File: config.mk
export PLATFORM = sky130hd
export DESIGN_NAME = piso_serializer
export DESIGN_NICKNAME = d
export VERILOG_FILES = /design/src/rtl/piso_serializer.sv
export SDC_FILE = /design/constraint.sdc
export NUM_CORES = 1
export LEC_CHECK = 0
export ABC_AREA = 1
export BUFFER_PORTS_ARGS = -buffer_cell sky130_fd_sc_hd__buf_4
export CORE_MARGIN = 2
export CORE_UTILIZATION = 35
export DETAILED_ROUTE_END_ITERATION = 7
export GPL_TIMING_DRIVEN = 0
export SYNTH_ARGS = -nofsm -noshare
export SYNTH_HDL_FRONTEND = slang
export SYNTH_SLANG_ARGS = --single-unit
File: constraint.sdc
create_clock -name i_CLK -period 1.1 [get_ports i_CLK]
set_input_delay 0.165 -clock i_CLK [delete_from_list [all_inputs] [get_ports i_CLK]]
set_output_delay 0.165 -clock i_CLK [all_outputs]
set_load 0.005 [all_outputs]
File: src/rtl/piso_serializer.sv
// piso_serializer: parallel-in serial-out shift register.
// Captures i_Data when i_Load is high in IDLE. The word is shifted out on
// o_Ser, and each bit is held for DIV clocks. After the last bit, the block
// spends one DONE cycle (o_Done pulse) and then returns to IDLE.
// Ports:
//   i_CLK   - system clock, rising edge
//   i_RST_N - asynchronous active-low reset
//   i_Data  - parallel word, sampled only on an accepted load
//   i_Load  - load strobe, level-sampled each rising edge
//   o_Ser   - registered serial data out
//   o_Busy  - high while bits are being shifted
//   o_Ready - high when a load will be accepted (IDLE)
//   o_Done  - one-cycle pulse after the last bit completes
module piso_serializer #(
  parameter int unsigned BUS_MSB   = 7,
  parameter int unsigned DIV       = 4,
  parameter int unsigned LSB_FIRST = 0
) (
  input  logic               i_CLK,
  input  logic               i_RST_N,
  input  logic [BUS_MSB:0]   i_Data,
  input  logic               i_Load,
  output logic               o_Ser,
  output logic               o_Busy,
  output logic               o_Ready,
  output logic               o_Done
);

  localparam int unsigned W     = BUS_MSB + 1;
  localparam int unsigned DIV_W = (DIV > 1) ? $clog2(DIV) : 1;
  localparam int unsigned BIT_W = $clog2(W + 1);

  localparam logic [DIV_W-1:0] DIV_LAST = DIV_W'(DIV - 1);
  localparam logic [BIT_W-1:0] BIT_LAST = BIT_W'(W - 1);

  localparam logic [1:0] S_IDLE  = 2'd0;
  localparam logic [1:0] S_SHIFT = 2'd1;
  localparam logic [1:0] S_DONE  = 2'd2;

  logic [1:0]       r_state;
  logic [W-1:0]     r_shift;
  logic [DIV_W-1:0] r_div_cnt;
  logic [BIT_W-1:0] r_bit_cnt;
  logic             r_ser;
  logic             r_busy;
  logic             r_ready;
  logic             r_done;

  logic [1:0]       w_state_nxt;
  logic [W-1:0]     w_shift_nxt;
  logic [DIV_W-1:0] w_div_nxt;
  logic [BIT_W-1:0] w_bit_nxt;
  logic             w_ser_nxt;
  logic             w_busy_nxt;
  logic             w_ready_nxt;
  logic             w_done_nxt;

  // State and output registers
  always_ff @(posedge i_CLK or negedge i_RST_N) begin
    if (!i_RST_N) begin
      r_state   <= S_IDLE;
      r_shift   <= '0;
      r_div_cnt <= '0;
      r_bit_cnt <= '0;
      r_ser     <= 1'b0;
      r_busy    <= 1'b0;
      r_ready   <= 1'b1;
      r_done    <= 1'b0;
    end else begin
      r_state   <= w_state_nxt;
      r_shift   <= w_shift_nxt;
      r_div_cnt <= w_div_nxt;
      r_bit_cnt <= w_bit_nxt;
      r_ser     <= w_ser_nxt;
      r_busy    <= w_busy_nxt;
      r_ready   <= w_ready_nxt;
      r_done    <= w_done_nxt;
    end
  end

  // Next-state and next-output logic
  always_comb begin
    w_state_nxt = r_state;
    w_shift_nxt = r_shift;
    w_div_nxt   = r_div_cnt;
    w_bit_nxt   = r_bit_cnt;
    w_ser_nxt   = r_ser;
    w_busy_nxt  = r_busy;
    w_ready_nxt = r_ready;
    w_done_nxt  = 1'b0;

    case (r_state)
      S_IDLE: begin
        w_ser_nxt   = 1'b0;
        w_busy_nxt  = 1'b0;
        w_ready_nxt = 1'b1;
        if (i_Load) begin
          w_state_nxt = S_SHIFT;
          w_busy_nxt  = 1'b1;
          w_ready_nxt = 1'b0;
          w_div_nxt   = '0;
          w_bit_nxt   = '0;
          // The first bit goes straight to o_Ser; the shift register keeps the rest.
          if (LSB_FIRST != 0) begin
            w_ser_nxt   = i_Data[0];
            w_shift_nxt = {1'b0, i_Data[W-1:1]};
          end else begin
            w_ser_nxt   = i_Data[W-1];
            w_shift_nxt = {i_Data[W-2:0], 1'b0};
          end
        end
      end

      S_SHIFT: begin
        if (r_div_cnt == DIV_LAST) begin
          w_div_nxt = '0;
          if (r_bit_cnt == BIT_LAST) begin
            w_state_nxt = S_DONE;
            w_ser_nxt   = 1'b0;
            w_busy_nxt  = 1'b0;
            w_done_nxt  = 1'b1;
            w_bit_nxt   = '0;
            w_shift_nxt = '0;
          end else begin
            w_bit_nxt = r_bit_cnt + BIT_W'(1);
            if (LSB_FIRST != 0) begin
              w_ser_nxt   = r_shift[0];
              w_shift_nxt = {1'b0, r_shift[W-1:1]};
            end else begin
              w_ser_nxt   = r_shift[W-1];
              w_shift_nxt = {r_shift[W-2:0], 1'b0};
            end
          end
        end else begin
          w_div_nxt = r_div_cnt + DIV_W'(1);
        end
      end

      S_DONE: begin
        w_state_nxt = S_IDLE;
        w_ready_nxt = 1'b1;
      end

      default: begin
        w_state_nxt = S_IDLE;
        w_ser_nxt   = 1'b0;
        w_busy_nxt  = 1'b0;
        w_ready_nxt = 1'b1;
      end
    endcase
  end

  assign o_Ser   = r_ser;
  assign o_Busy  = r_busy;
  assign o_Ready = r_ready;
  assign o_Done  = r_done;

endmodule

==> results.json, run 1 <==
{
  "timing.hold.ws_ps": 74.3,
  "start_kind": "flop",
  "dpl.cell_count": 161,
  "fin_setup_tns_ps": -899,
  "power_frac_comb_pct": 4.1,
  "dp_hpwl_um": 1310,
  "max_freq_mhz": 844,
  "grtUsageTotal_pct": 13.8,
  "post_drt_wl_per_cell_um": 11.4,
  "syn_area_um2": 977,
  "ios": 15,
  "wirelength_um": 2060,
  "via_count": 838,
  "numClockSinks": 19,
  "setup_violations": 16,
  "yosysTopAreaCell": "dfrtp_1",
  "grt_pass1_wl_um": 3430,
  "final_cell_mix": "nand2_1 (38), buf_4 (26), nand3_1 (16), dfrtp_1 (16), inv_1 (10)",
  "grt_max_degree": 20,
  "synth_area_per_cell_um2": 8.42,
  "num-nets-final": 164,
  "finalNonFillerCells": 181,
  "coreArea_mm2": 0.00271,
  "clk_latency_ps": 300,
  "cts_tree": "done",
  "insertedDiodeCount": 0,
  "core.rowCount": 19,
  "synthCells": 116,
  "ctsRootBufferMaster": "clkbuf_4",
  "drive_above_1_share_pct": 42.7,
  "switching_power_mw": 0.239,
  "rsz0062_at_grt": "true",
  "violations": "negative setup slack",
  "ys_warn_count": 0,
  "critPathRequiredTime_ps": 1300,
  "slew_headroom_pct": 84.1,
  "drt-initial-drc-count": 9,
  "period_needed_ps": 1180,
  "vdd_ir_drop_max_v": 0.000577,
  "initial_core_util_pct": 36.1,
  "via_per_inst": 4.63,
  "power_density_mw_per_mm2": 804,
  "ant_nets": 0,
  "yosysTopAreaCellShare_pct": 46.1,
  "critPathKind": "flop to flop",
  "cts_buffers": 3,
  "dr.pass1.iters": 4,
  "clockBufferDepth": 2,
  "synth.distinct_cells": 21,
  "clock_skew_ps": 6.50,
  "fin_crit_sh_pct": 108,
  "clock_power_share_pct": 32.3,
  "worst_pin_slew_ps": 239,
  "crit_fanout": 7,
  "die-height_um": 56.8,
  "final_common_cell": "nand2_1",
  "antenna_found_initial": 0,
  "area_growth_syn_to_layout_pct": 39.7,
  "detail_route.drc_violations": 0,
  "die_w_um": 56.8,
  "grt_remaining_overflow": 0,
  "htree_levels": 1,
  "ys_seq_elements": 19,
  "worstPathArrival_ps": 1390,
  "timing.final.max_slew_violations": 0,
  "min_path_type": "input pin to flop",
  "clk_pin_slew_ps": 110,
  "fin_util_pct": 50.4,
  "p_sw_share_pct": 21.7,
  "synth_fp_nets": 129,
  "crit_path_end_kind": "flop",
  "io_buffers": 14,
  "p_leak_nw": 0.719,
  "grt_pass1_vias": 780,
  "p_int_mw": 0.859,
  "p_seq_share_pct": 63.6,
  "final_hold_viol_count": 0,
  "dieArea_mm2": 0.00323,
  "status": "complete, but fails checks",
  "synth_area_leaders": "dfrtp_1 (46%), nand2_1 (17%), nand3_1 (8.7%)",
  "maxCapViolCount": 0,
  "worst_slack_ps": -84.2,
  "yosysSeqAreaShare_pct": 48.8,
  "gp_congestion": 0.675
}
==> final timing paths <==
path	start	cells past startpoint	slack, ps	end
worst max-delay path	r_div_cnt[0]$_DFFE_PN0P_	6	-80	r_shift[7]$_DFFE_PN0P_
worst min-delay path	i_Data[0]	3	70	r_shift[1]$_DFFE_PN0P_
worst max register to register	r_div_cnt[0]$_DFFE_PN0P_	6	-80	r_shift[7]$_DFFE_PN0P_
worst min register to register	o_Ser$_DFFE_PN0P_	2	490	o_Ser$_DFFE_PN0P_
max in group asynchronous	i_RST_N	2	590	o_Ready$_DFFE_PN1N_
min in group asynchronous	i_RST_N	2	250	r_bit_cnt[1]$_DFFE_PN0P_
==> per-stage QoR <==
| step | setup slack (ps) | instance area [um^2] | power, mW |
|---|---|---|---|
| 3_5_place_dp | -183 | 1140 | 0.754 |
| 6_report | -84.2 | 1370 | 1.10 |
| 5_1_grt | -145 | 1370 | 1.16 |
| 2_1_floorplan | -14.9 | 992 | 0.712 |
| 3_3_place_gp | -144 | 1140 | 0.753 |
| 4_1_cts | -63.2 | 1270 | 1.11 |
==> flip-flops by register name, indices dropped and copies added (netlist names) <==
register	count
r_state	2
r_shift	7
o_Busy	1
o_Ready	1
o_Ser	1
r_div_cnt	2
r_bit_cnt	4
o_Done	1
==> power groups by stage <==
stage / registers [mW] / logic, mW / clock network, mW
after floorplan: 0.712 / 0.0000212 / 0
after global placement: 0.712 / 0.0415 / 0
after detailed placement: 0.712 / 0.0421 / 0
after CTS: 0.698 / 0.0450 / 0.366
after global routing: 0.699 / 0.0502 / 0.413
final: 0.698 / 0.0445 / 0.355
==> cells in the mapped netlist <==
cell type / instances
inv_4: 1
nand3_1: 17
nand2_2: 2
o21ai_2: 2
nor2_1: 2
o21a_1: 1
nor2_2: 1
dfstp_2: 1
buf_6: 1
or2_2: 1
inv_1: 10
nand4_1: 2
clkinv_2: 1
nand2_4: 1
nand3_2: 5
dfrtp_1: 18
buf_8: 1
inv_2: 2
nand2_1: 44
ha_1: 2
nor2_4: 1
==> cell families (layout without fill, tap and decap cells) <==
logic type | Yosys count | in the layout | share of synthesized area, %
buf+inv | 16 | 49 | 8.45
flops | 19 | 19 | 48.8
fa+ha+maj | 2 | 2 | 2.56
compound gates | 3 | 3 | 2.56
simple gates | 76 | 77 | 37.6
==> worst max-delay path, stage by stage (launching register included) <==
cell and delay [ps]:
dfrtp_1 430, ha_4 200, buf_4 140, nand3_4 90
clkinv_4 90, nand2_1 70, nand2_1 50
==> cell type report <==
class / count / area, um^2
Fill cell: 261 / 1350
Clock buffer: 3 / 22.5
Multi-Input combinational cell: 82 / 497
Inverter: 14 / 60.1
Buffer: 2 / 26.3
Clock inverter: 1 / 5.00
Sequential cell: 19 / 479
Timing Repair Buffer: 29 / 236
Tap cell: 31 / 38.8
==> timing repair <==
action / 4_1_cts / 5_1_grt
resized for setup: 7 / 9
buffers inserted: 8 / 6
setup endpoints to repair: 17 / 17
pin swaps: 5 / 4
hold buffers: 1 / 0
cloned: 0 / 1
endpoints found under the hold margin: 19 / 0
==> per-layer routing <==
metal	global-route usage, %	routed length [um]
met4	7.97	67
met1	17.8	911
met3	1.38	46
met5	0	0
met2	22.6	1030
No activity file was read; power rests on OpenSTA's default activity.
==> run 2: changes to the inputs <==
--- a/config.mk
+++ b/config.mk
@@ -8,9 +8,11 @@
 export ABC_AREA = 1
 export BUFFER_PORTS_ARGS = -buffer_cell sky130_fd_sc_hd__buf_4
 export CORE_MARGIN = 2
-export CORE_UTILIZATION = 35
+export CORE_UTILIZATION = 49
 export DETAILED_ROUTE_END_ITERATION = 7
 export GPL_TIMING_DRIVEN = 0
+export PLACE_DENSITY = 0.75
+export SLEW_MARGIN = 30
 export SYNTH_ARGS = -nofsm -noshare
 export SYNTH_HDL_FRONTEND = slang
 export SYNTH_SLANG_ARGS = --single-unit
==> run 2 against run 1 <==
  * The run still ends with negative setup slack left
  * Sequential power hardly changed
  * Routed wire length increased by 5.1%
  * Non-clock buffer count fell by 6
  * Critical endpoint is now o_Ser$_DFFE_PN0P_
  * Highest routed layer unchanged
==> results.json, run 2 (synthesis results as in run 1) <==
{
  "vdd_ir_drop_max_v": 0.000664,
  "ff2ff_path_depth": 6,
  "via_per_inst": 5.05,
  "worst_slack_ps": -56.8,
  "reg_top3": "r_shift (7), r_bit_cnt (4)",
  "hp-start": "i_Data[0]",
  "wl_met3_um": 82,
  "clk_pin_slew_ps": 110,
  "cts_tree": "done",
  "rrSetupSlack_ps": -60,
  "timing.final.max_slew_violations": 0,
  "path_cells": "nor2_4, nand2_4, nand2_2, inv_1, nand2_1, nand2_1",
  "die-height_um": 48.7,
  "dpl.cell_count": 157,
  "max_freq_mhz": 864,
  "grt_max_degree": 20,
  "post_drt_wl_per_cell_um": 12.6,
  "final_common_cell": "nand2_1",
  "cp_common_cell": "nand2_1",
  "worst_hold_path.endpoint": "r_shift[1]$_DFFE_PN0P_",
  "num-fill-cells": 160,
  "r2r_start": "r_state[1]$_DFFE_PN0P_",
  "critPathRequiredTime_ps": 1300,
  "rsz0062_at_grt": "true",
  "top_register": "r_shift",
  "grt_remaining_overflow": 0,
  "min_path_type": "input pin to flop",
  "cts_buffers": 3,
  "io_buffers": 14,
  "setup_violations": 15,
  "met2_length_um": 1110,
  "power_mw": 1.11,
  "coreArea_mm2": 0.00192,
  "via_count": 863,
  "power_density_mw_per_mm2": 839,
  "slew_headroom_pct": 82.1,
  "core.rowCount": 16,
  "dr.pass1.iters": 5,
  "p_leak_nw": 0.686,
  "htree_levels": 1,
  "drt-initial-drc-count": 14,
  "ctsRootBufferMaster": "clkbuf_4",
  "final_hold_viol_count": 0,
  "numClockSinks": 19,
  "maxCapViolCount": 0,
  "critPathSlowestCell": "dfrtp_2",
  "grtUsageTotal_pct": 18.1,
  "wl_met1_um": 900,
  "die_w_um": 48.7,
  "drive_above_1_share_pct": 40.3,
  "clock_skew_ps": 8.79,
  "insertedDiodeCount": 0,
  "clk_latency_ps": 300,
  "gp_congestion": 0.808,
  "timing.hold.ws_ps": 55.4,
  "area_growth_syn_to_layout_pct": 35.0,
  "min_path_cells": 3,
  "grt_pass1_wl_um": 3280,
  "detail_route.drc_violations": 0,
  "status": "complete, but fails checks",
  "crit_path_end_kind": "flop",
  "worstPathArrival_ps": 1360,
  "fin_crit_sh_pct": 105,
  "critPathKind": "flop to flop",
  "highest_layer": "met4",
  "crit_fanout": 7,
  "ant_nets": 0,
  "grt_pass1_vias": 769,
  "finalNonFillerCells": 171,
  "initial_core_util_pct": 50.8,
  "start_kind": "flop",
  "period_needed_ps": 1160,
  "dp_hpwl_um": 1240,
  "dpl-instance-area_mm2": 0.00113,
  "antenna_found_initial": 0,
  "violations": "negative setup slack",
  "final_cell_mix": "nand2_1 (39), buf_4 (20), dfrtp_1 (16)",
  "postLayoutCellArea_mm2": 0.00132,
  "rr_endpoint": "o_Ser$_DFFE_PN0P_",
  "largest_reg_flops": 7,
  "fin_util_pct": 68.6,
  "wirelength_um": 2160,
  "clockBufferDepth": 2,
  "num-nets-final": 158,
  "worst_pin_slew_ps": 268,
  "dieArea_mm2": 0.00237,
  "slowest_delay_ps": 470,
  "ios": 15
}
## run 2: where the power goes
group          leakage [nW]  internal [mW]  switching (mW)  total (mW)
combinational         0.419         0.0250          0.0204      0.0454
sequential            0.251          0.698               0       0.698
clock                0.0150          0.141           0.222       0.363
total                 0.686          0.865           0.242        1.11
## run 2: timing repair
| action | 4_1_cts | 5_1_grt |
|---|---|---|
| hold buffers | 1 | 0 |
| cloned | 0 | 1 |
| setup buffers | 6 | 2 |
| pin swaps | 2 | 14 |
| hold endpoints to repair | 19 | 0 |
| resized for setup | 9 | 12 |
| endpoints found under the setup margin | 18 | 17 |
## run 2: per-stage QoR
step / TNS, ps / setup WS, ps
finish: -508 / -56.8
global route: -1460 / -124
CTS: -382 / -54.7
detailed placement: -1410 / -146
global placement: -1260 / -136
floorplan: -100 / -14.9
## run 2: layout make-up
type	instances	area, um^2	area share [%]
multi-input combinational	82	504	38.2
sequential	19	479	36.3
timing repair buffer	23	183	13.9
inverter	14	62.6	4.74
tap	27	33.8	2.56
buffer	2	30.0	2.28
clock buffer	4	26.3	1.99
## run 2: how the worst max path moves through the flow
stage                        startpoint                      to  slack [ps]  cells after the start
6_report         r_state[1]$_DFFE_PN0P_       o_Ser$_DFFE_PN0P_         -60                      6
5_1_grt          r_state[1]$_DFFE_PN0P_       o_Ser$_DFFE_PN0P_        -120                      6
4_1_cts        r_div_cnt[0]$_DFFE_PN0P_  r_shift[5]$_DFFE_PN0P_         -50                      7
3_5_place_dp   r_bit_cnt[0]$_DFFE_PN0P_  r_shift[5]$_DFFE_PN0P_        -150                      6
3_3_place_gp   r_bit_cnt[0]$_DFFE_PN0P_  r_shift[7]$_DFFE_PN0P_        -140                      6
2_1_floorplan  r_bit_cnt[0]$_DFFE_PN0P_  r_shift[6]$_DFFE_PN0P_         -10                      6
## run 2: worst max-delay path: cells and delay by family, from the launching register on
family,cells,cell delay (ps)
simple gates,5,550
flops,1,470
buf+inv,1,40
## run 2: per-layer routing
layer	vias up	global-route usage, %
li1	429	-
met3	6	3.70
met2	16	28.8
met1	412	22.4
met4	0	11.4
met5	-	0
==> run 3: changes to the inputs <==
--- a/config.mk
+++ b/config.mk
@@ -11,7 +11,7 @@
 export CORE_UTILIZATION = 49
 export DETAILED_ROUTE_END_ITERATION = 7
 export GPL_TIMING_DRIVEN = 0
-export PLACE_DENSITY = 0.75
+export PLACE_DENSITY = 0.73
 export SLEW_MARGIN = 30
 export SYNTH_ARGS = -nofsm -noshare
 export SYNTH_HDL_FRONTEND = slang
==> run 3 against run 2 <==
  * The run still ends with negative setup slack left
  * Die area stayed put
  * Critical path depth unchanged
  * Worst hold slack better by 9.3 ps
  * Flip-flop and latch count unchanged
  * Global-route usage increased by 0.64 points
  * Total power increased by 0.86%
  * Via count up 1.4%
==> results.json, run 3 (synthesis results as in run 1) <==
{
  "slowest_delay_ps": 440,
  "core.rowCount": 16,
  "dpl.cell_count": 157,
  "dp_hpwl_um": 1260,
  "largest_reg_flops": 7,
  "fin_crit_sh_pct": 112,
  "crit_path_end_kind": "flop",
  "finalNonFillerCells": 176,
  "min_path_cells": 3,
  "insertedDiodeCount": 0,
  "postLayoutCellArea_mm2": 0.00143,
  "clock_skew_ps": 2.50,
  "reg_top3": "r_shift (7), r_bit_cnt (4)",
  "wirelength_um": 2350,
  "ff2ff_path_depth": 6,
  "power_density_mw_per_mm2": 783,
  "max_freq_mhz": 813,
  "clk_latency_ps": 300,
  "num-nets-final": 163,
  "critPathSlowestCell": "dfrtp_1",
  "numClockSinks": 19,
  "worstPathArrival_ps": 1480,
  "switching_power_mw": 0.252,
  "post_drt_wl_per_cell_um": 13.4,
  "maxCapViolCount": 0,
  "detail_route.drc_violations": 0,
  "cts_tree": "done",
  "rsz0062_at_grt": "true",
  "dpl-instance-area_mm2": 0.00113,
  "clk_pin_slew_ps": 110,
  "num-fill-cells": 136,
  "rrSetupSlack_ps": -130,
  "crit_fanout": 5,
  "final_hold_viol_count": 0,
  "via_per_inst": 4.97,
  "p_seq_share_pct": 62.6,
  "die-height_um": 48.7,
  "gp_congestion": 0.807,
  "clock_power_share_pct": 33.4,
  "critPathRequiredTime_ps": 1350,
  "r2r_start": "r_div_cnt[0]$_DFFE_PN0P_",
  "coreArea_mm2": 0.00192,
  "drive_above_1_share_pct": 43.0,
  "grtUsageTotal_pct": 18.7,
  "initial_core_util_pct": 50.8,
  "p_int_mw": 0.865,
  "worst_pin_slew_ps": 266,
  "ant_nets": 0,
  "htree_levels": 1,
  "cp_common_cell": "nand2_1",
  "dieArea_mm2": 0.00237,
  "start_kind": "flop",
  "violations": "negative setup slack",
  "timing.final.max_slew_violations": 0,
  "clockBufferDepth": 2,
  "grt_pass1_vias": 803,
  "rr_endpoint": "r_bit_cnt[2]$_DFFE_PN0P_",
  "cp.buffers_inverters": 1,
  "p_sw_share_pct": 22.6,
  "hp-start": "i_Data[0]",
  "critPathKind": "flop to flop",
  "cts_buffers": 3,
  "p_leak_nw": 0.740,
  "worst_hold_path.endpoint": "r_shift[1]$_DFFE_PN0P_",
  "antenna_found_initial": 0,
  "grt_pass1_wl_um": 3420,
  "critPathTopFamily": "flip-flops",
  "ios": 15,
  "path_cells": "ha_4, nand3_4, buf_8, nand2_1, nand4_1, nand2_1",
  "min_path_type": "input pin to flop",
  "final_common_cell": "nand2_1",
  "grt_remaining_overflow": 0,
  "grt_max_degree": 20,
  "fin_setup_tns_ps": -1350,
  "worst_slack_ps": -130,
  "final_cell_mix": "nand2_1 (42), buf_4 (20), dfrtp_1 (16)",
  "power_frac_comb_pct": 4.1,
  "multi_input_area_um2": 519,
  "timing.hold.ws_ps": 64.7,
  "period_needed_ps": 1230,
  "die_w_um": 48.7,
  "ctsRootBufferMaster": "clkbuf_4",
  "dr.pass1.iters": 6,
  "vdd_ir_drop_max_v": 0.000692,
  "via_count": 875,
  "slew_headroom_pct": 82.3,
  "status": "complete, but fails checks",
  "top_register": "r_shift",
  "io_buffers": 14,
  "drt-initial-drc-count": 17,
  "regArea_um2": 479,
  "power_mw": 1.12,
  "setup_violations": 17,
  "area_growth_syn_to_layout_pct": 46.0
}
run 3: cell types whose count changed in the layout (fill, tap and decap cells not counted), moves of 2 or more:
cell,delta
nand2_1,+3
buf_6,+2
nand3_2,+4
nand3_1,-5
nand2_2,-3
run 3: worst max-delay path by stage:
stage                        startpoint                        to  slack [ps]  cells past startpoint
2_1_floorplan  r_bit_cnt[0]$_DFFE_PN0P_    r_shift[6]$_DFFE_PN0P_         -10                      6
3_3_place_gp   r_bit_cnt[0]$_DFFE_PN0P_    r_shift[7]$_DFFE_PN0P_        -140                      6
3_5_place_dp   r_bit_cnt[0]$_DFFE_PN0P_    r_shift[5]$_DFFE_PN0P_        -160                      6
4_1_cts        r_div_cnt[0]$_DFFE_PN0P_    r_shift[5]$_DFFE_PN0P_         -60                      7
5_1_grt        r_div_cnt[0]$_DFFE_PN0P_  r_bit_cnt[2]$_DFFE_PN0P_        -170                      6
6_report       r_div_cnt[0]$_DFFE_PN0P_  r_bit_cnt[2]$_DFFE_PN0P_        -130                      6
run 3: routing by layer:
layer | routed length [um] | track usage, %
met5 | 0 | 0
met4 | 68 | 8.57
met3 | 80 | 4.63
met2 | 1140 | 27.9
met1 | 1070 | 25.8
run 3: power groups by stage:
stage / Sequential (mW) / Combinational [mW] / Clock [mW]
floorplan: 0.712 / 0.0000212 / 0
global placement: 0.712 / 0.0417 / 0
detailed placement: 0.712 / 0.0423 / 0
CTS: 0.698 / 0.0452 / 0.367
global route: 0.699 / 0.0505 / 0.405
finish: 0.698 / 0.0457 / 0.372
run 3: per-stage QoR:
step	util [%]	setup slack, ps
2_1_floorplan	-	-14.9
3_5_place_dp	58.9	-160
4_1_cts	68.8	-55.4
3_3_place_gp	58.9	-139
5_1_grt	74.2	-168
6_report	74.2	-130
run 3: worst min-delay path, cell delays in order:
cell	delay, ps
buf_4	80
nand2_1	50
nand2_1	60
run 3: area by class of cell:
cell class	instances	share of cell area (%)
plain buffers	2	2.11
clock buffers	4	1.84
inverters	14	4.21
well taps	27	2.37
multi-input cells	82	36.4
flip-flops and latches	19	33.6
repair buffers	28	19.5
run 3: timing repair:
item                                    4_1_cts  5_1_grt
hold buffers                                  1        0
pin swaps                                     5        4
endpoints found under the hold margin        19        0
endpoints found under the setup margin       16       17
gates resized for setup                      15        9
buffers inserted                              7        4
cloned                                        1        2
